===== config.mk =====
export PLATFORM = sky130hd
export DESIGN_NAME = uart_rx_oversample
export DESIGN_NICKNAME = d
export VERILOG_FILES = /design/src/rtl/uart_pkg.sv /design/src/rtl/uart_baud_tick.sv /design/src/rtl/uart_rx_oversample.sv
export SDC_FILE = /design/constraint.sdc
export NUM_CORES = 1
export LEC_CHECK = 0
export ABC_AREA = 1
export CORE_MARGIN = 10
export CORE_UTILIZATION = 40
export CTS_BUF_LIST = sky130_fd_sc_hd__clkbuf_16
export DETAILED_ROUTE_END_ITERATION = 10
export PLACE_DENSITY_LB_ADDON = 0.05
export SETUP_SLACK_MARGIN = 0.4
export SYNTH_ARGS = -nofsm -noshare
export SYNTH_HDL_FRONTEND = slang
export SYNTH_HIERARCHICAL = 1
export SYNTH_SLANG_ARGS = --single-unit
export TNS_END_PERCENT = 30

===== constraint.sdc =====
create_clock -name clk -period 1.75 [get_ports clk]
set_input_delay 0.2625 -clock clk [delete_from_list [all_inputs] [get_ports clk]]
set_output_delay 0.2625 -clock clk [all_outputs]
set_load 0.01 [all_outputs]

===== src/rtl/uart_pkg.sv =====
// Shared definitions for the MIPS_UART receive path: FSM state encoding,
// oversampling constants and the even-parity helper.
// Optional feature macro: UART_RX_PARITY_EN (8E1 framing when defined).
package uart_pkg;

  localparam int OVERSAMPLE = 16;
  localparam int DATA_BITS  = 8;

  // Sample-count values at which the FSM looks at the line.
  localparam logic [3:0] MID_SAMPLE  = 4'd7;
  localparam logic [3:0] LAST_SAMPLE = 4'(OVERSAMPLE - 1);

  typedef enum logic [2:0] {
    ST_IDLE   = 3'd0,
    ST_START  = 3'd1,
    ST_DATA   = 3'd2,
    ST_PARITY = 3'd3,
    ST_STOP   = 3'd4,
    ST_BREAK  = 3'd5
  } state_e;

  // Even parity: XOR of all data bits; the wire parity bit must equal this.
  function automatic logic even_parity(input logic [DATA_BITS-1:0] d);
    return ^d;
  endfunction

endpackage


===== src/rtl/uart_baud_tick.sv =====
// Oversample tick generator: one-cycle tick every BAUD_DIV clocks.
// The synchronous clr input holds the count at 0 so tick phase can be
// re-aligned to an external event (the receiver's start edge).
module uart_baud_tick #(
  parameter int BAUD_DIV = 27
) (
  input  logic clk,
  input  logic rst,
  input  logic clr,
  output logic tick
);

  localparam logic [15:0] LAST = 16'(BAUD_DIV - 1);

  logic [15:0] cnt_q, cnt_d;

  // Next count: held at zero while cleared, otherwise wraps at BAUD_DIV-1.
  always_comb begin
    cnt_d = cnt_q;
    if (clr) begin
      cnt_d = 16'd0;
    end else if (cnt_q == LAST) begin
      cnt_d = 16'd0;
    end else begin
      cnt_d = cnt_q + 16'd1;
    end
  end

  // Count register.
  always_ff @(posedge clk or negedge rst) begin
    if (!rst) begin
      cnt_q <= 16'd0;
    end else begin
      cnt_q <= cnt_d;
    end
  end

  assign tick = (cnt_q == LAST) && !clr;

endmodule


===== src/rtl/uart_rx_oversample.sv =====
// 16x oversampling UART receiver with a valid/ready output byte register.
// Frames 8N1 by default; define UART_RX_PARITY_EN for 8E1 with a live
// parity_err output. rst is asynchronous and active low.
module uart_rx_oversample
  import uart_pkg::*;
#(
  parameter int BAUD_DIV = 27
) (
  input  logic       clk,
  input  logic       rst,
  input  logic       rx,
  output logic [7:0] rx_data,
  output logic       rx_valid,
  input  logic       rx_ready,
  output logic       frame_err,
  output logic       parity_err,
  output logic       overrun
);

  logic sync1_q, sync2_q, rx_s, tick_s;
  state_e state_q, state_d;
  logic [3:0] samp_q, samp_d;
  logic [2:0] idx_q, idx_d;
  logic [DATA_BITS-1:0] shift_q, shift_d;
  logic deliver_s, ferr_s, perr_s, par_bad_s;
  logic [7:0] data_q, data_d;
  logic valid_q, valid_d, ferr_q, perr_q, ovr_q, ovr_d;

`ifdef UART_RX_PARITY_EN
  logic par_bad_q, par_bad_d;
  assign par_bad_s = par_bad_q;
`else
  assign par_bad_s = 1'b0;
`endif

  // Two-flop synchronizer on the asynchronous serial line (idles high).
  always_ff @(posedge clk or negedge rst) begin
    if (!rst) begin
      sync1_q <= 1'b1;
      sync2_q <= 1'b1;
    end else begin
      sync1_q <= rx;
      sync2_q <= sync1_q;
    end
  end

  assign rx_s = sync2_q;

  uart_baud_tick #(.BAUD_DIV(BAUD_DIV)) u_tick (
    .clk  (clk),
    .rst  (rst),
    .clr  (state_q == ST_IDLE),
    .tick (tick_s)
  );

  // Frame FSM: start validation, data shift, optional parity, stop check.
  always_comb begin
    state_d   = state_q;
    idx_d     = idx_q;
    shift_d   = shift_q;
    deliver_s = 1'b0;
    ferr_s    = 1'b0;
    perr_s    = 1'b0;
`ifdef UART_RX_PARITY_EN
    par_bad_d = par_bad_q;
`endif
    if (tick_s) begin
      samp_d = samp_q + 4'd1;
    end else begin
      samp_d = samp_q;
    end
    case (state_q)
      ST_IDLE: begin
        samp_d = 4'd0;
        if (!rx_s) begin
          state_d = ST_START;
        end else begin
          state_d = ST_IDLE;
        end
      end
      ST_START: begin
        if (tick_s && samp_q == MID_SAMPLE) begin
          if (!rx_s) begin
            state_d = ST_DATA;
            samp_d  = 4'd0;
            idx_d   = 3'd0;
          end else begin
            state_d = ST_IDLE;
          end
        end else begin
          state_d = ST_START;
        end
      end
      ST_DATA: begin
        if (tick_s && samp_q == LAST_SAMPLE) begin
          shift_d[idx_q] = rx_s;
          idx_d          = idx_q + 3'd1;
          if (idx_q == 3'd7) begin
`ifdef UART_RX_PARITY_EN
            state_d = ST_PARITY;
`else
            state_d = ST_STOP;
`endif
          end else begin
            state_d = ST_DATA;
          end
        end else begin
          state_d = ST_DATA;
        end
      end
`ifdef UART_RX_PARITY_EN
      ST_PARITY: begin
        if (tick_s && samp_q == LAST_SAMPLE) begin
          par_bad_d = rx_s ^ even_parity(shift_q);
          state_d   = ST_STOP;
        end else begin
          state_d = ST_PARITY;
        end
      end
`endif
      ST_STOP: begin
        if (tick_s && samp_q == LAST_SAMPLE) begin
          if (!rx_s) begin
            ferr_s  = 1'b1;
            state_d = ST_BREAK;
          end else if (par_bad_s) begin
            perr_s  = 1'b1;
            state_d = ST_IDLE;
          end else begin
            deliver_s = 1'b1;
            state_d   = ST_IDLE;
          end
        end else begin
          state_d = ST_STOP;
        end
      end
      ST_BREAK: begin
        // A held-low line stays here so it reports only one frame error.
        if (rx_s) begin
          state_d = ST_IDLE;
        end else begin
          state_d = ST_BREAK;
        end
      end
      default: begin
        state_d = ST_IDLE;
      end
    endcase
  end

  // Output byte register: load when empty or being consumed, else overrun.
  always_comb begin
    data_d  = data_q;
    valid_d = valid_q;
    ovr_d   = 1'b0;
    if (deliver_s) begin
      if (!valid_q || rx_ready) begin
        data_d  = shift_q;
        valid_d = 1'b1;
      end else begin
        ovr_d = 1'b1;
      end
    end else if (valid_q && rx_ready) begin
      valid_d = 1'b0;
    end else begin
      valid_d = valid_q;
    end
  end

  // State, counters, output register and single-cycle flag pulses.
  always_ff @(posedge clk or negedge rst) begin
    if (!rst) begin
      state_q <= ST_IDLE;
      samp_q  <= 4'd0;
      idx_q   <= 3'd0;
      shift_q <= '0;
      data_q  <= 8'h00;
      valid_q <= 1'b0;
      ferr_q  <= 1'b0;
      perr_q  <= 1'b0;
      ovr_q   <= 1'b0;
`ifdef UART_RX_PARITY_EN
      par_bad_q <= 1'b0;
`endif
    end else begin
      state_q <= state_d;
      samp_q  <= samp_d;
      idx_q   <= idx_d;
      shift_q <= shift_d;
      data_q  <= data_d;
      valid_q <= valid_d;
      ferr_q  <= ferr_s;
      perr_q  <= perr_s;
      ovr_q   <= ovr_d;
`ifdef UART_RX_PARITY_EN
      par_bad_q <= par_bad_d;
`endif
    end
  end

  assign rx_data   = data_q;
  assign rx_valid  = valid_q;
  assign frame_err = ferr_q;
  assign overrun   = ovr_q;
`ifdef UART_RX_PARITY_EN
  assign parity_err = perr_q;
`else
  assign parity_err = 1'b0;
`endif

endmodule

==> Word level (Yosys, flattened, before mapping) <==
Cells that the tools add are included.
{ "word_totals": {"output_inout_bits": 12, "reg_bits": 47} }
{ "op_classes": {"muxes": 32, "add_sub_neg": 3, "eq_ne": 12, "reduce_logical": 15, "n_lt_le_gt_ge": 2} }
{ "ops": {"columns": ["cell", "count"], "rows": [
  ["2-to-1 mux 16 bit", 2],
  ["2-to-1 mux 3 bit", 8],
  ["adder 16 x 1 -> 16 bit (second input constant)", 1],
  ["== test 16 x 5 -> 1 bit (second input constant)", 1],
  ["one-hot mux 3 bit (5 select lines)", 1],
  ["2-to-1 mux 1 bit", 13],
  ["2-to-1 mux 4 bit", 3],
  ["== test 3 bit (second input constant)", 3],
  ["bitwise mux 8 bit", 1],
  ["one-hot mux 4 bit (2 select lines)", 1],
  ["!= test 2 bit (second input constant)", 3],
  ["one-hot mux 3 bit (2 select lines)", 1],
  ["AND reduction 2 bit", 3],
  ["logical AND 1 bit", 5],
  ["adder 4 x 1 -> 4 bit (second input constant)", 1],
  ["== test 4 x 3 -> 1 bit (second input constant)", 1],
  ["== test 4 bit (second input constant)", 1],
  ["less-than comparator 3 x 4 -> 1 bit (second input constant)", 1],
  ["AND reduction 4 bit", 1],
  ["nonzero test 2 bit", 2],
  ["adder 3 x 1 -> 3 bit (second input constant)", 1],
  ["demux 1 bit (select 3 bit)", 1],
  ["== test 3 x 1 -> 1 bit (second input constant)", 1],
  ["== test 3 x 2 -> 1 bit (second input constant)", 1],
  ["6 further kinds", 7]
]} }

==> Logic depth before layout (Yosys ltp) <==
{ "logic_depth": {"depth_word": 8, "depth_mapped": 12} }

==> Hierarchy <==
Netlist, hierarchy kept.
{ "modules_own_cells": {"columns": ["mod", "seq_area_each_um2", "area_each_um2", "n_inst", "cells_per_inst"], "rows": [
  ["uart_rx_oversample", 778.2, 1566.5, 1, 169],
  ["uart_baud_tick", 400.4, 915.9, 1, 122]
]} }

==> Least setup slack after synthesis <==
OpenSTA, ideal clock, no wires.
{ "synth_timing": {"path_type": "reg2reg", "start": "reg state_q[0]", "end": "reg samp_q[3]", "required_time_ps": 1630, "path_buffers": 2, "slack_ps": -184, "arrival_ps": 1814, "stages_incl_launch_ff": 10, "cell_sequence": "dfrtp_1 -> nor3_1 -> clkbuf_1 -> nor2_1 -> buf_2 -> nand2_1 -> inv_1 -> nand3_1 -> xor2_1 -> nor2_1"} }
{ "synth_via": {"elab_chain_cells": 7} }
{ "synth_rtl": {"columns": ["element", "line", "rtl"], "rows": [
  ["start, declared", "uart_rx_oversample.sv:21", "state_e state_q, state_d;"],
  ["start signal, assigned", "uart_rx_oversample.sv:186", "state_q <= state_d;"],
  ["logical NOT 3 bit (*)", "uart_rx_oversample.sv:52", ".clr (state_q == ST_IDLE),"],
  ["logical NOT 1 bit (*)", "uart_baud_tick.sv:38", "assign tick = (cnt_q == LAST) && !clr;"],
  ["logical AND 1 bit (*)", "uart_baud_tick.sv:38", null],
  ["named net tick_s", "uart_rx_oversample.sv:20", "logic sync1_q, sync2_q, rx_s, tick_s;"],
  ["2-to-1 mux 4 bit", "uart_rx_oversample.sv:67", "if (tick_s) begin"],
  ["2-to-1 mux 4 bit", "uart_rx_oversample.sv:83", "if (!rx_s) begin"],
  ["2-to-1 mux 4 bit", "uart_rx_oversample.sv:82", "if (tick_s && samp_q == MID_SAMPLE) begin"],
  ["one-hot mux 4 bit (2 select lines) (*)", "uart_rx_oversample.sv:72", "case (state_q)"],
  ["named net samp_d[3]", "uart_rx_oversample.sv:22", "logic [3:0] samp_q, samp_d;"],
  ["end signal, assigned", "uart_rx_oversample.sv:187", "samp_q <= samp_d;"],
  ["end, declared", "uart_rx_oversample.sv:22", null]
]} }
Mark *: on every way through the listed nets, which the timed path passes. The rest lies on a longest branch.
A chain may end at the register's enable or synchronous reset.

==> Final worst setup path <==
{ "layout_timing": {"start": "reg u_tick.cnt_q[0]", "end": "reg shift_q[6]"} }
{ "layout_via": {"elab_chain_cells": 4} }
{ "layout_rtl": {"columns": ["element", "line", "rtl"], "rows": [
  ["start, declared", "uart_baud_tick.sv:15", "logic [15:0] cnt_q, cnt_d;"],
  ["start signal, assigned", "uart_baud_tick.sv:34", "cnt_q <= cnt_d;"],
  ["== test 16 x 5 -> 1 bit", "uart_baud_tick.sv:38", null],
  ["logical AND 1 bit", "uart_baud_tick.sv:38", null],
  ["named net tick_s", "uart_rx_oversample.sv:20", null],
  ["logical AND 1 bit", "uart_rx_oversample.sv:95", "if (tick_s && samp_q == LAST_SAMPLE) begin"],
  ["AND reduction 2 bit (no line)", null, null],
  ["end signal, assigned", "uart_rx_oversample.sv:189", "shift_q <= shift_d;"],
  ["end, declared", "uart_rx_oversample.sv:24", "logic [DATA_BITS-1:0] shift_q, shift_d;"]
]} }
The timed path passes the listed nets, and every way through them passes these cells.

==> summary.md <==
| Metric | Value |
|---|---|
| Area Growth Syn to Fin | 25.4% |
| Clk sinks | 47 |
| Min-delay worst type | flop to flop |
| Hold_ws | 357 ps |
| Cell Area, Synth | 0.00248 mm^2 |
| Max-slew violations | 0 |
| Layout cell share with drive strength beyond 1 | 0.227 |
| YS warnings | 6 |
| TritonCTS clock tree | built |
| Synth top area share | 0.454 |
| Pre-CTS WS | -40.7 ps |
| Deepest clock path buffer count | 2 |
| Drt wl/cell | 13.2 um |
| Detailed placer's ending HPWL | 4.04 mm |
| Element type at the critical path end | flop |
| Number of nets with antenna violations after routing | 0 |
| Die height | 98.8 um |
| Max Used Layer | met4 |
| GRT Total Usage | 0.113 |
| Register area share after synthesis | 0.475 |
| Site Rows | 28 |
| Min-delay src | sync1_q |
| Starting density of the core | 0.417 |
| Worst Tran Pin Value | 523 ps |
| Tcrit/Tclk final | 0.991 |
| Static Leak | 1.64 nW |
| FF-to-FF End | shift_q[6] |
| Boundary Pins | 16 |
| Worst flop-to-flop path startpoint | u_tick/cnt_q[0] |
| Met1 WL | 2.51 mm |
| # port buffers | 14 |
| Chip width | 98.8 um |
| Clk_lat worst skew | 280 ps |
| Final setup margin | 15.8 ps |
| Max Cap Viol | 0 |
| Final #Nets | 338 |
| Pwr dens | 703 mW/mm^2 |
| Overflow after GRT | 0 |
| Gp weighted congestion | 0.749 |
| Worst r2r path cells | 12 |
| Met3 wire len | 141 um |
| TNS Setup | 0 ps |
| H-tree depth | 2 |
| Post-layout util | 0.523 |
| R2R Setup Slk | 20 ps |
| EDFF count, synth | 0 |
| Final Skew | 5.43 ps |
| Overall Power | 2.19 mW |
| Vias per cell | 4.83 |
| CP required | 1930 ps |
| Crit start category | flop |
| Hold path depth | 0 |
| Relative slew slack | 0.651 |
| Worst vdd ir | 376 uV |
| Vias | 1958 |
| Clk pin slew, worst setup/hold paths | 60 ps |
| Post-Synthesis Cells | 291 |
| Global-route wire length before repair | 9.24 mm |
| Final wirelength | 5.33 mm |
| Syn avg cell area | 8.53 um^2 |
| Largest net degree at the start of global routing | 22 |
| Antenna violations before repair | 0 |
| Async set-reset flop share out of synthesis | 1.00 |
| Met2 WL | 2.60 mm |
| FMAX | 577 MHz |
| Hold-critical path endpoint | rx_s |
| Critical path class | flop to flop |
| Worst EP arrival | 1910 ps |
| Core Region | 0.00596 mm^2 |
| Initial DRC Count | 76 |
| Hold Vio Cnt, Final | 0 |
| DRC viols | 0 |
| Largest cells by area after synthesis | dfrtp_1 45%, nand2_1 11%, nor2_1 6.2%, nand4_1 5.8%, inv_1 3.9% |
| Max Fanout on Critical Path | 10 |
| Ys flop type | dfrtp_1 |
| Cts bufs inserted | 5 |
| Unrepaired setup endpoints after global routing | true |
| Number of global-route vias before repair | 1911 |
| Cell variety after synth | 31 |
| Area leader, netlist | dfrtp_1 |
| Antenna Cells | 0 |
| DRT Pass-1 Iters | 4 |
| Number of synthesized register bits | 47 |
| Status | finished clean |
| # setup viols final | 0 |
| Syn nets | 300 |
| Clock root cell | clkbuf_16 |
| Die area | 0.00976 mm^2 |
| Minimum clock period | 1730 ps |
==> through the flow <==
step,area (um^2),cells
final,3110,405
after global routing,3110,405
after CTS,3070,404
after detailed placement,2860,394
after global placement,2860,394
after floorplan,2510,291
==> routing by layer <==
layer,GRT usage,vias to the layer above
met3,0.0251,6
met1,0.147,913
met2,0.181,21
met4,0.0364,0
met5,0,-
li1,-,1018
==> synth_stat cells, types with 2 or more instances <==
| cell type | instances |
|---|---|
| nand4_4 | 2 |
| dfrtp_1 | 45 |
| o21ai_0 | 3 |
| nor2_8 | 3 |
| o21ai_2 | 6 |
| inv_1 | 26 |
| dfstp_2 | 2 |
| nand3_2 | 2 |
| o21ai_1 | 2 |
| buf_4 | 2 |
| nand4_1 | 23 |
| clkbuf_1 | 2 |
| nand2_2 | 4 |
| ha_1 | 5 |
| nand3_1 | 18 |
| xor2_1 | 6 |
| buf_2 | 3 |
| inv_2 | 2 |
| xnor2_1 | 2 |
| nand2_1 | 76 |
| nor3_1 | 2 |
| nor2_1 | 41 |
| nor2_2 | 6 |
==> layout by cell type (no fill, tap or decap), types with 2 or more instances in the layout <==
cell type,instances
buf_4,20
clkbuf_16,5
clkdlybuf4s50_1,2
dfrtp_1,45
dfstp_2,2
dlygate4sd2_1,11
ha_1,3
ha_4,2
inv_1,25
inv_2,2
nand2_1,73
nand2_2,6
nand2_4,2
nand3_1,16
nand3_2,3
nand3_4,2
nand4_1,23
nand4_4,2
nor2_1,38
nor2_2,7
nor2_4,4
nor2_8,3
o21ai_1,4
o21ai_2,6
xnor2_1,2
xor2_1,6
==> power by group <==
part           internal, mW  switching, mW
sequential             1.09        0.00476
clock                 0.666          0.385
combinational        0.0124         0.0294
total                  1.77          0.419
==> cells by family (layout without fill, tap and decap cells) <==
| group | count (synthesis) | in the layout | synth area share |
|---|---|---|---|
| AND/OR/NAND/NOR | 181 | 182 | 0.370 |
| AO/OA/AOI/OAI | 13 | 13 | 0.0388 |
| buffers and inverters | 35 | 73 | 0.0575 |
| XOR/XNOR | 8 | 8 | 0.0282 |
| flip-flops | 47 | 47 | 0.475 |
| multiplexers | 1 | 1 | 0.00403 |
| other | 1 | 1 | 0.00151 |
| adder cells (fa/ha/maj) | 5 | 5 | 0.0252 |
==> worst max-delay path: stages, from the launching register on <==
cell and delay, ps:
dfrtp_1 390, inv_2 80, ha_4 120, nand3_2 60, nor2_2 70, nand2_1 70
nor2_1 90, buf_4 140, nand4_4 200, nor2_8 240, nand2_1 70, nand2_1 60
nand2_1 40
==> flip-flops by register name (all words and copies together) (netlist names) <==
name          count
rx_valid          1
sync1_q           1
rx_data           8
shift_q           8
state_q           3
u_tick/cnt_q     16
samp_q            4
idx_q             3
rx_s              1
frame_err         1
overrun           1
==> area by class of cell <==
cell class                      instances  area, um^2
Timing Repair Buffer                   37         313
Multi-Input combinational cell        210        1260
Fill cell                             579        2840
Clock inverter                          3        38.8
Tap cell                               75        93.8
Clock buffer                            5         125
Inverter                               28         108
Sequential cell                        47        1180
==> how the worst max path moves through the flow <==
stage | end | start | cells past startpoint | slack [ps]
final | shift_q[6] | u_tick/cnt_q[0] | 12 | 20
after CTS | rx_data[4] | u_tick/cnt_q[0] | 12 | -50
after detailed placement | rx_data[3] | u_tick/cnt_q[0] | 11 | -40
after floorplan | shift_q[0] | u_tick/cnt_q[0] | 12 | 80
after global placement | rx_data[7] | u_tick/cnt_q[0] | 11 | -20
after global routing | shift_q[0] | u_tick/cnt_q[7] | 10 | -180
==> timing repair <==
action                                 4_1_cts  5_1_grt
resized for setup                           22        9
setup endpoints to repair                   40       42
hold buffers                                 1        0
cloned                                       0        1
pin swaps                                   15       18
endpoints found under the hold margin       17        0
buffers inserted                             1        0
Power figures use the tool's default switching activity.
==> RTL edit: new RTL, same settings <==
`shift_q` and `data_q` no longer have a reset.
--- a/src/rtl/uart_rx_oversample.sv
+++ b/src/rtl/uart_rx_oversample.sv
@@ -173,8 +173,6 @@
       state_q <= ST_IDLE;
       samp_q  <= 4'd0;
       idx_q   <= 3'd0;
-      shift_q <= '0;
-      data_q  <= 8'h00;
       valid_q <= 1'b0;
       ferr_q  <= 1'b0;
       perr_q  <= 1'b0;
@@ -186,8 +184,6 @@
       state_q <= state_d;
       samp_q  <= samp_d;
       idx_q   <= idx_d;
-      shift_q <= shift_d;
-      data_q  <= data_d;
       valid_q <= valid_d;
       ferr_q  <= ferr_s;
       perr_q  <= perr_s;
@@ -198,6 +194,11 @@
     end
   end
 
+  always_ff @(posedge clk) begin
+    shift_q <= shift_d;
+    data_q  <= data_d;
+  end
+
   assign rx_data   = data_q;
   assign rx_valid  = valid_q;
   assign frame_err = ferr_q;
Formal check against the unedited RTL: no difference found for any inputs over 10 cycles, from zero or initial values and one cycle with rst low; that may be too few to reach the edited logic, so the function may still have changed.
==> RTL edit against the original RTL <==
- power grew 3.3%
- sequential share of layout area grew 4.1 points
- critical path depth shrank 2
- largest cell class is now flip-flops and latches
- non-clock buffer count grew 3
- wire length shrank 20%
- highest routed layer unchanged
- the flow now finishes with violations (setup timing)
- worst setup slack lost 0.075 ns
- sequential cell count is the same
- final area shrank 3.5%
- first-iteration DRC count grew 18%
- area after synthesis shrank 8.1%
- clock skew shrank 0.0022 ns
- fmax shrank 4.1%
==> RTL edit: results (changes against the original RTL) <==
** STA
- The final setup violation count came to 14 (+14).
- Final worst setup slack :: -0.05892 ns (-0.07468 ns)
- The final setup skew was 0.003248 ns (-0.002181 ns).

** Layout
- Buffers, non-clock :: 40 (+8.1%)
- The count of fill cells added during filler insertion came to 490 (-15%).
- The net count of the finished layout came to 289 (-14%).
- From synthesis to final layout, the design area changed by 31.58%.
- Non-clock buffering overhead in the final layout :: 10.96% (+0.91 points)
- Layout multi-input combinational cell count :: 158 (-25%)
- The layout cell share with drive strength beyond 1 came to 33.10% (+10 points).
- The multi-input gate share of total cell area is 34.63% (-5.7 points).
- The combined flip-flop and latch cell area came to 1259 um^2 (+6.8%).

** Power
- The fraction of power consumed by the clock network came to 48.3% (+0.3 points).
- P per Cell Area :: 752.4 nW/um^2 (+7.0%)
- Portion of total power attributed to combinational logic :: 1.1% (-0.8 points)
- The worst supply voltage drop on vdd came to 0.4512 mV (+20%).
- Static leakage :: 1.335 nW (-19%)

** Synth
- Main area contributors after synthesis :: sky130_fd_sc_hd__dfrtp_1 32%, sky130_fd_sc_hd__edfxtp_1 21%, sky130_fd_sc_hd__nand2_1 6.9%, sky130_fd_sc_hd__nor2_1 6.4%, sky130_fd_sc_hd__nor3_2 3.9%
- The number of distinct standard cells referenced by the synthesized netlist came to 30 (-3.2%).
- FFs w/ async S/R, synth :: 65.96% (-34 points)
- Leading cell types by count after synthesis :: 42 x sky130_fd_sc_hd__nand2_1, 39 x sky130_fd_sc_hd__nor2_1, 29 x sky130_fd_sc_hd__dfrtp_1, 23 x sky130_fd_sc_hd__inv_1, 16 x sky130_fd_sc_hd__edfxtp_1
- Proportion of synthesized chip area in sequential cells :: 55.15% (+7.7 points)

** CTS
- Number of gates given a new drive strength after cts :: 14 (-36%)

** Detailed routing
- The number of DRC markers after the initial detailed-route iteration was 90 (+18%).
- The detailed-routed wire length on met2 is 1.914 mm (-26%).
- The met3 routed wirelength came to 227 um (+61%).
- Routed Wire Length :: 4.250 mm (-20%)
- Routed met1 length :: 2.044 mm (-18%)

** Placed design
- The weighted congestion at the end of routability-driven global placement came to 0.7679 (+2.5%).
- HPWL Detailed :: 2.995 mm (-26%)
- The placed standard-cell area was 2713 um^2 (-5.0%).
- The pre-CTS setup slack was -0.03271 ns (+0.007956 ns).

** Status
- The flow ran to the end, but the final reports show violations.
- The final reports fail on setup timing.

** Global route
- The global-route met2 utilization came to 14.67% (-3.5 points).
- The met3 demand-to-capacity share in global routing came to 2.985% (+0.47 points).
- Met1 demand-to-capacity share in global routing :: 12.65% (-2.1 points)
- Maximum number of pins on one net before global-route repair :: 32 (+45%)
[RTL edit: cell types whose count changed in the layout (fill, tap and decap cells not counted), sizes merged]
cell	before	now
dfrtp	45	29
nand3	21	20
dlygate4sd3	1	0
o21ai	11	5
nor2	52	50
nand2	81	49
clkdlybuf4s50	2	3
edfxtp	0	16
buf	23	26
nand4	25	7
nor3	3	10
[RTL edit: kinds of logic after synthesis]
| kind of cell | after synthesis | share of synthesized area, % |
|---|---|---|
| AO/OA/AOI/OAI | 7 | 2.248 |
| AND/OR/NAND/NOR | 136 | 30.87 |
| adder cells (fa/ha/maj) | 5 | 2.741 |
| flip-flops | 47 | 55.15 |
| multiplexers | 1 | 0.4386 |
| other | 1 | 0.1643 |
| buffers and inverters | 30 | 5.318 |
| XOR/XNOR | 8 | 3.070 |
[RTL edit: metrics by stage]
step	cells	util, %	hold slack, ns	TNS, ns
after detailed placement	343	49.26	0.3551	-0.2606
after global routing	353	54.53	0.3747	-3.419
after global placement	343	49.26	0.3607	-0.001296
after CTS	352	52.40	0.3721	-0.3995
after floorplan	235	-	-0.03309	-0.4362
final	353	54.53	0.3724	-0.6475
[RTL edit: path summary, 6_finish.rpt]
check / start / to / cells after the start
min in group asynchronous: rst / u_tick/cnt_q[3]$_DFF_PN0_ / 2
min reg2reg: sync1_q$_DFF_PN1_ / rx_s$_DFF_PN1_ / 0
max: u_tick/cnt_q[0]$_DFF_PN0_ / rx_data[7]$_DFFE_PP_ / 10
max reg2reg: u_tick/cnt_q[0]$_DFF_PN0_ / rx_data[7]$_DFFE_PP_ / 10
max in group asynchronous: rst / sync1_q$_DFF_PN1_ / 2
min: sync1_q$_DFF_PN1_ / rx_s$_DFF_PN1_ / 0
